**src/rtl/panda_pkg.sv**
```systemverilog
// Shared constants for PandA bit-bus blocks.
package panda_pkg;

   localparam logic EDGE_RISING  = 1'b0;
   localparam logic EDGE_FALLING = 1'b1;

endpackage

```
**src/rtl/panda_srgate_if.sv**
```systemverilog
// Bit-bus inputs, register fields and gate output of the set/reset gate.
interface panda_srgate_if;

   logic set_i;
   logic rst_i;
   logic SET_EDGE;
   logic RST_EDGE;
   logic FORCE_SET;
   logic FORCE_RST;
   logic out_o;

   modport master (
      output set_i, rst_i, SET_EDGE, RST_EDGE, FORCE_SET, FORCE_RST,
      input  out_o
   );

   modport slave (
      input  set_i, rst_i, SET_EDGE, RST_EDGE, FORCE_SET, FORCE_RST,
      output out_o
   );

endinterface

```
**src/rtl/panda_edge_sel.sv**
```systemverilog
// One-cycle delay register plus rising/falling edge select for a bit-bus input.
module panda_edge_sel
   import panda_pkg::*;
(
   input  logic clk_i,
   input  logic reset_i,
   input  logic d_i,
   input  logic edge_sel_i,
   output logic evt_o
);

   logic d_prev_q;
   logic rise;
   logic fall;

   // Reset loads the live input so no edge appears on the first cycle out of reset.
   always_ff @(posedge clk_i) begin
      if (reset_i) begin
         d_prev_q <= d_i;
      end else begin
         d_prev_q <= d_i;
      end
   end

   assign rise  = d_i & ~d_prev_q;
   assign fall  = ~d_i & d_prev_q;
   assign evt_o = (edge_sel_i == EDGE_FALLING) ? fall : rise;

endmodule

```
**src/rtl/panda_srgate.sv**
```systemverilog
// Set/reset gate: registered output set/cleared by selected edges, with force overrides.
module panda_srgate (
   input  logic          clk_i,
   input  logic          reset_i,
   panda_srgate_if.slave bus
);

   logic set_evt;
   logic rst_evt;
   logic out_d;
   logic out_q;

   panda_edge_sel u_set_edge (
      .clk_i      (clk_i),
      .reset_i    (reset_i),
      .d_i        (bus.set_i),
      .edge_sel_i (bus.SET_EDGE),
      .evt_o      (set_evt)
   );

   panda_edge_sel u_rst_edge (
      .clk_i      (clk_i),
      .reset_i    (reset_i),
      .d_i        (bus.rst_i),
      .edge_sel_i (bus.RST_EDGE),
      .evt_o      (rst_evt)
   );

   // Clear always outranks set, both for forces and for edge events.
   always_comb begin
      out_d = out_q;
      if (bus.FORCE_RST) begin
         out_d = 1'b0;
      end else if (bus.FORCE_SET) begin
         out_d = 1'b1;
      end else if (rst_evt) begin
         out_d = 1'b0;
      end else if (set_evt) begin
         out_d = 1'b1;
      end
   end

   always_ff @(posedge clk_i) begin
      if (reset_i) begin
         out_q <= 1'b0;
      end else begin
         out_q <= out_d;
      end
   end

   assign bus.out_o = out_q;

endmodule

```
**src/flat_wrapper.sv**
```systemverilog
// flat-port wrapper written by rule: the top's interface ports become plain ports
module panda_srgate_flat 
  (clk_i, reset_i, bus_set_i, bus_rst_i, bus_SET_EDGE, bus_RST_EDGE, bus_FORCE_SET, bus_FORCE_RST, bus_out_o);
  panda_srgate_if bus_i ();
  input  logic clk_i;
  input  logic reset_i;
  input wire logic [$bits(bus_i.set_i)-1:0] bus_set_i;
  input wire logic [$bits(bus_i.rst_i)-1:0] bus_rst_i;
  input wire logic [$bits(bus_i.SET_EDGE)-1:0] bus_SET_EDGE;
  input wire logic [$bits(bus_i.RST_EDGE)-1:0] bus_RST_EDGE;
  input wire logic [$bits(bus_i.FORCE_SET)-1:0] bus_FORCE_SET;
  input wire logic [$bits(bus_i.FORCE_RST)-1:0] bus_FORCE_RST;
  output wire logic [$bits(bus_i.out_o)-1:0] bus_out_o;
  assign bus_i.set_i = bus_set_i;
  assign bus_i.rst_i = bus_rst_i;
  assign bus_i.SET_EDGE = bus_SET_EDGE;
  assign bus_i.RST_EDGE = bus_RST_EDGE;
  assign bus_i.FORCE_SET = bus_FORCE_SET;
  assign bus_i.FORCE_RST = bus_FORCE_RST;
  assign bus_out_o = bus_i.out_o;
  panda_srgate u_core (.clk_i(clk_i), .reset_i(reset_i), .bus(bus_i));
endmodule
```
**config.mk**
```make
export PLATFORM = sky130hd
export DESIGN_NAME = panda_srgate_flat
export DESIGN_NICKNAME = d
export VERILOG_FILES = /design/src/rtl/panda_pkg.sv /design/src/rtl/panda_srgate_if.sv /design/src/rtl/panda_edge_sel.sv /design/src/rtl/panda_srgate.sv /design/src/flat_wrapper.sv
export SDC_FILE = /design/constraint.sdc
export NUM_CORES = 1
export LEC_CHECK = 0
export CORE_AREA = 5 5 42 44
export DETAILED_ROUTE_END_ITERATION = 6
export DIE_AREA = 0 0 47 49
export PLACE_DENSITY = 0.31
export RECOVER_POWER = 50
export SETUP_SLACK_MARGIN = 0.02
export SLEW_MARGIN = 5
export SYNTH_ARGS = -nofsm -noshare
export SYNTH_HDL_FRONTEND = slang
export SYNTH_SLANG_ARGS = --single-unit
```
**constraint.sdc**
```tcl
create_clock -name clk_i -period 1.25 [get_ports clk_i]
set_input_delay 0.3125 -clock clk_i [delete_from_list [all_inputs] [get_ports clk_i]]
set_output_delay 0.3125 -clock clk_i [all_outputs]
set_load 0.1 [all_outputs]
```
=== Word level (Yosys, flattened, before mapping) ===
Cells that the tools add are included.

* Mux-type cells: 5
* Bitwise operators: 8
* Reduce and logical (&&, ||, !) cells: 2

{| class="wikitable"
|+ Operators with widths
! kind !! count
|-
| two-way mux 1 bit || 5
|-
| bitwise AND 1 bit || 4
|-
| NOT 1 bit || 4
|-
| nonzero test 3 bit || 1
|-
| OR reduction 2 bit || 1
|}

* Bits in registers: 3
* Input port bits: 8
* Output and inout port bits: 1

=== Depth between registers and ports, before layout ===
* Depth after elaboration: 6
* Depth in mapped cells: 3
* Depth with buffers taken out: 3

=== Modules after synthesis ===
From an unflattened synthesis, not the netlist that was laid out.

* Cells, all modules: 12
* Area total of the unflattened synthesis: 128.9 µm²

{| class="wikitable"
|+ By module, submodules not included
! module !! instances !! cells each !! area each (µm²) !! sequential area each (µm²)
|-
| panda_edge_sel || 2 || 4 || 42.5 || 20.0
|-
| panda_srgate || 1 || 4 || 43.8 || 20.0
|}

=== Worst setup path before layout ===
No wires, ideal clock.

* Kind: register to register
* Start point: reg, netlist name u_core.bus.out_o
* End point: reg u_core.out_q, in the netlist u_core.bus.out_o
* Setup time: 92 ps
* Arrival: 1295 ps
* Required time: 1158 ps
* Slack: -138 ps
* Stages on the path, launching flop included: 3
* Buffers on the path: 0
* Path through: dfxtp_1 a2111oi_0 nor4_1

{| class="wikitable"
|+ RTL lines
! what !! line !! RTL
|-
| to (signal assigned) || panda_srgate.sv:47 || <nowiki>out_q <= out_d;</nowiki>
|-
| to (decl) || panda_srgate.sv:11 || <nowiki>logic out_q;</nowiki>
|}

=== Final worst setup path ===
* Start point: in bus_RST_EDGE
* End point: reg u_core.out_q, in the netlist u_core.bus.out_o

* Cells in the longest elaborated chain, start to end: 3
* Elaborated cells between the ends (all ways): 4

{| class="wikitable"
|+ RTL lines
! what !! line !! RTL
|-
| from (decl) || flat_wrapper.sv:10 || <nowiki>input wire logic [$bits(bus_i.RST_EDGE)-1:0] bus_RST_EDGE;</nowiki>
|-
| two-way mux 1 bit (*) || panda_edge_sel.sv:27 || <nowiki>assign evt_o = (edge_sel_i == EDGE_FALLING) ? fall : rise;</nowiki>
|-
| two-way mux 1 bit || panda_srgate.sv:36 || <nowiki>end else if (rst_evt) begin</nowiki>
|-
| two-way mux 1 bit || panda_srgate.sv:34 || <nowiki>end else if (bus.FORCE_SET) begin</nowiki>
|}

Every way passes the cells marked *; elsewhere a longest branch is shown, timed or not.
A chain may end at the register's enable or synchronous reset.

==> run summary <==
## Floorplanning
- initial cell density of the core: 7.77%
- floorplan die height: 49 um
- Die X: 47 um
- Std-Cell Rows: 14
- area of the die: 0.00230 mm^2
- core area: 0.00140 mm^2
- I/O pins: 9

## Yosys
- area share of the largest cell type after synthesis: 55.2%
- dominant cell type by area after synthesis: sky130_fd_sc_hd__dfxtp_1
- Yosys warning count: 0
- synthesized area: 109 um^2
- mean instance size in the synthesized netlist: 10.9 um^2
- synthesized netlist cell count: 10
- portion of the post-synthesis area used by sequential elements: 55.2%
- number of synthesized register bits: 3
- post-synthesis net count: 18
- number of distinct standard cells referenced by the synthesized netlist: 8
- main area contributors after synthesis: sky130_fd_sc_hd__dfxtp_1 (55%), sky130_fd_sc_hd__a2111oi_0 (8.0%), sky130_fd_sc_hd__and3b_1 (8.0%), sky130_fd_sc_hd__or3b_1 (8.0%), sky130_fd_sc_hd__nand3b_1 (6.9%)

## Timing
- Hold Violations, Final: 0
- Final Slew Violations: 0
- Fin Setup TNS: 0 ns
- maximum frequency from static timing analysis: 851 MHz
- worst clock skew on the final layout: 0.00335 ns
- final setup vio count: 0
- Slew Limit Headroom: 83.4%
- actual transition at the worst max-transition pin: 0.248 ns
- setup repair after global routing missed its margin: false
- part of the cycle the worst path needs: 94.0%
- min cycle time layout: 1.18 ns

## Clock tree
- Post-CTS Hold Fix Bufs: 0
- cts bufs inserted: 3
- clock tree buffer depth: 2
- library cell used as clock root buffer: sky130_fd_sc_hd__clkbuf_4
- clock tree from TritonCTS: done
- post-CTS setup buffer count: 0
- Sinks on Clock Net: 3
- clock-pin transition on the worst setup and hold timing paths: 0.04 ns
- deepest level of the CTS H-tree: 1
- clock network latency to the later pin of the worst-skew pair: 0.23 ns

## Worst setup path
- worst-case register-to-register setup slack: 0.26 ns
- largest fanout on the critical path: 2
- Critical Path Sink Type: flip-flop
- required time of the worst setup path: 1.36 ns
- WS Path Type: input pin to flip-flop
- category of the worst setup path launch point: input pin
- arrival time reported for the critical path endpoint: 1.28 ns

## Placed design
- routability-driven placement congestion ratio: 0.676
- total instance count after detailed placement: 35
- number of input and output port buffers inserted: 8
- placed inst area: 228 um^2

## Cells and area
- fraction of layout cells with a size suffix above 1: 34.8%
- Storage cell area: 61.3 um^2
- most frequent standard cell in the layout excluding fill and tap cells: sky130_fd_sc_hd__clkdlybuf4s50_1
- final non-filler cell area: 275 um^2
- most used cells in the layout excluding fill and tap cells: sky130_fd_sc_hd__clkdlybuf4s50_1 (5), sky130_fd_sc_hd__clkbuf_4 (3), sky130_fd_sc_hd__dfxtp_1 (2)
- area occupied by multi-input gates: 71.3 um^2
- synthesis-to-finish area growth: 153%
- number of inserted diodes: 0
- final net count: 32
- fill cell count: 162
- non-filler cells, final: 39

## Detailed routing
- DRT iter0 DRCs: 0
- Post-Route WL: 395 um
- routed via count divided by cell count: 3.46
- number of vias in the routed layout: 135
- antenna violation net count after detailed routing: 0
- Wirelength per Cell: 10.1 um
- number of remaining DRC errors: 0
- router iterations before antenna repair: 1

## Job
- count of max-cap constraint violations: 0

## Status
- result of the run: completed

## Pwr
- peak supply drop: 0.000238 V
- leakage power of the design: 0.000101 uW
- Total Power Consumption: 338 uW
- power density normalized to cell area: 1230 mW/mm^2

## Global routing
- wire length of the first global-routing pass: 538 um
- maximum number of pins on one net before global-route repair: 4
- initial antenna violation count: 0
- vias in the first global route: 148
- overall routing resource usage: 3.94%
- aggregate global routing overflow: 0

## Worst hold path
- Hold Crit Class: input pin to flip-flop

final timing paths:
path,start,end,depth (start not counted)
setup / recovery,bus_RST_EDGE,u_core.bus.out_o$_SDFFE_PP0P_,4
hold / removal,bus_rst_i,u_core.u_rst_edge.d_prev_q$_DFF_P_,1
setup reg to reg,u_core.u_rst_edge.d_prev_q$_DFF_P_,u_core.bus.out_o$_SDFFE_PP0P_,3
hold reg to reg,u_core.u_rst_edge.d_prev_q$_DFF_P_,u_core.bus.out_o$_SDFFE_PP0P_,3
area by class of cell:
type	instances	area share, %
Sequential cell	3	22.3
Clock buffer	4	9.55
Multi-Input combinational cell	7	25.9
Tap cell	16	7.27
Timing Repair Buffer	9	35.0
registers in the layout (all words and copies together), names as in the netlist:
name / count
u_core.u_set_edge.d_prev_q: 1
u_core.bus.out_o: 1
u_core.u_rst_edge.d_prev_q: 1
routing by layer:
| metal | up-vias | GRT usage (%) | wire length [um] |
|---|---|---|---|
| met4 | 0 | 6.91 | 0 |
| li1 | 64 | - | - |
| met2 | 9 | 3.62 | 198 |
| met1 | 62 | 3.94 | 157 |
| met3 | 0 | 2.58 | 39 |
| met5 | - | 0 | 0 |
metrics by stage:
step           worst slack (ns)  hold WS, ns  util (%)
2_1_floorplan             0.183        0.340         -
3_3_place_gp             -0.232        0.610      16.3
3_5_place_dp             -0.266        0.622      16.3
4_1_cts                  0.0354        0.333      18.4
5_1_grt                  0.0572        0.343      19.6
6_report                 0.0747        0.340      19.6
report_power, final:
part	switching, uW	internal (uW)
sequential	4.69	102
combinational	27.8	36.1
clock	47.7	119
cells in the mapped netlist:
library cell	n
sky130_fd_sc_hd__nand3b_1	1
sky130_fd_sc_hd__and3b_1	1
sky130_fd_sc_hd__a21oi_1	1
sky130_fd_sc_hd__dfxtp_1	3
sky130_fd_sc_hd__or3b_1	1
sky130_fd_sc_hd__nor4_1	1
sky130_fd_sc_hd__nor2_1	1
sky130_fd_sc_hd__a2111oi_0	1
cells by family (layout without fill, tap and decap cells):
| family | count (synthesis) | count (layout) | share of synthesized area, % |
|---|---|---|---|
| AO/OA/AOI/OAI | 2 | 2 | 12.6 |
| buffers and inverters | 0 | 13 | 0 |
| flip-flops | 3 | 3 | 55.2 |
| AND/OR/NAND/NOR | 5 | 5 | 32.2 |
repair_timing:
action                                 CTS  global route
pin swaps                                1             0
setup endpoints to repair                1             1
endpoints found under the hold margin    0             0
gates resized for setup                  3             3
worst max-delay path: stages:
cell and delay, ns:
sky130_fd_sc_hd__clkdlybuf4s50_1 0.41, sky130_fd_sc_hd__or3b_1 0.37, sky130_fd_sc_hd__a21oi_2 0.14, sky130_fd_sc_hd__nor4_1 0.05
(Power assumes the default switching activity.)
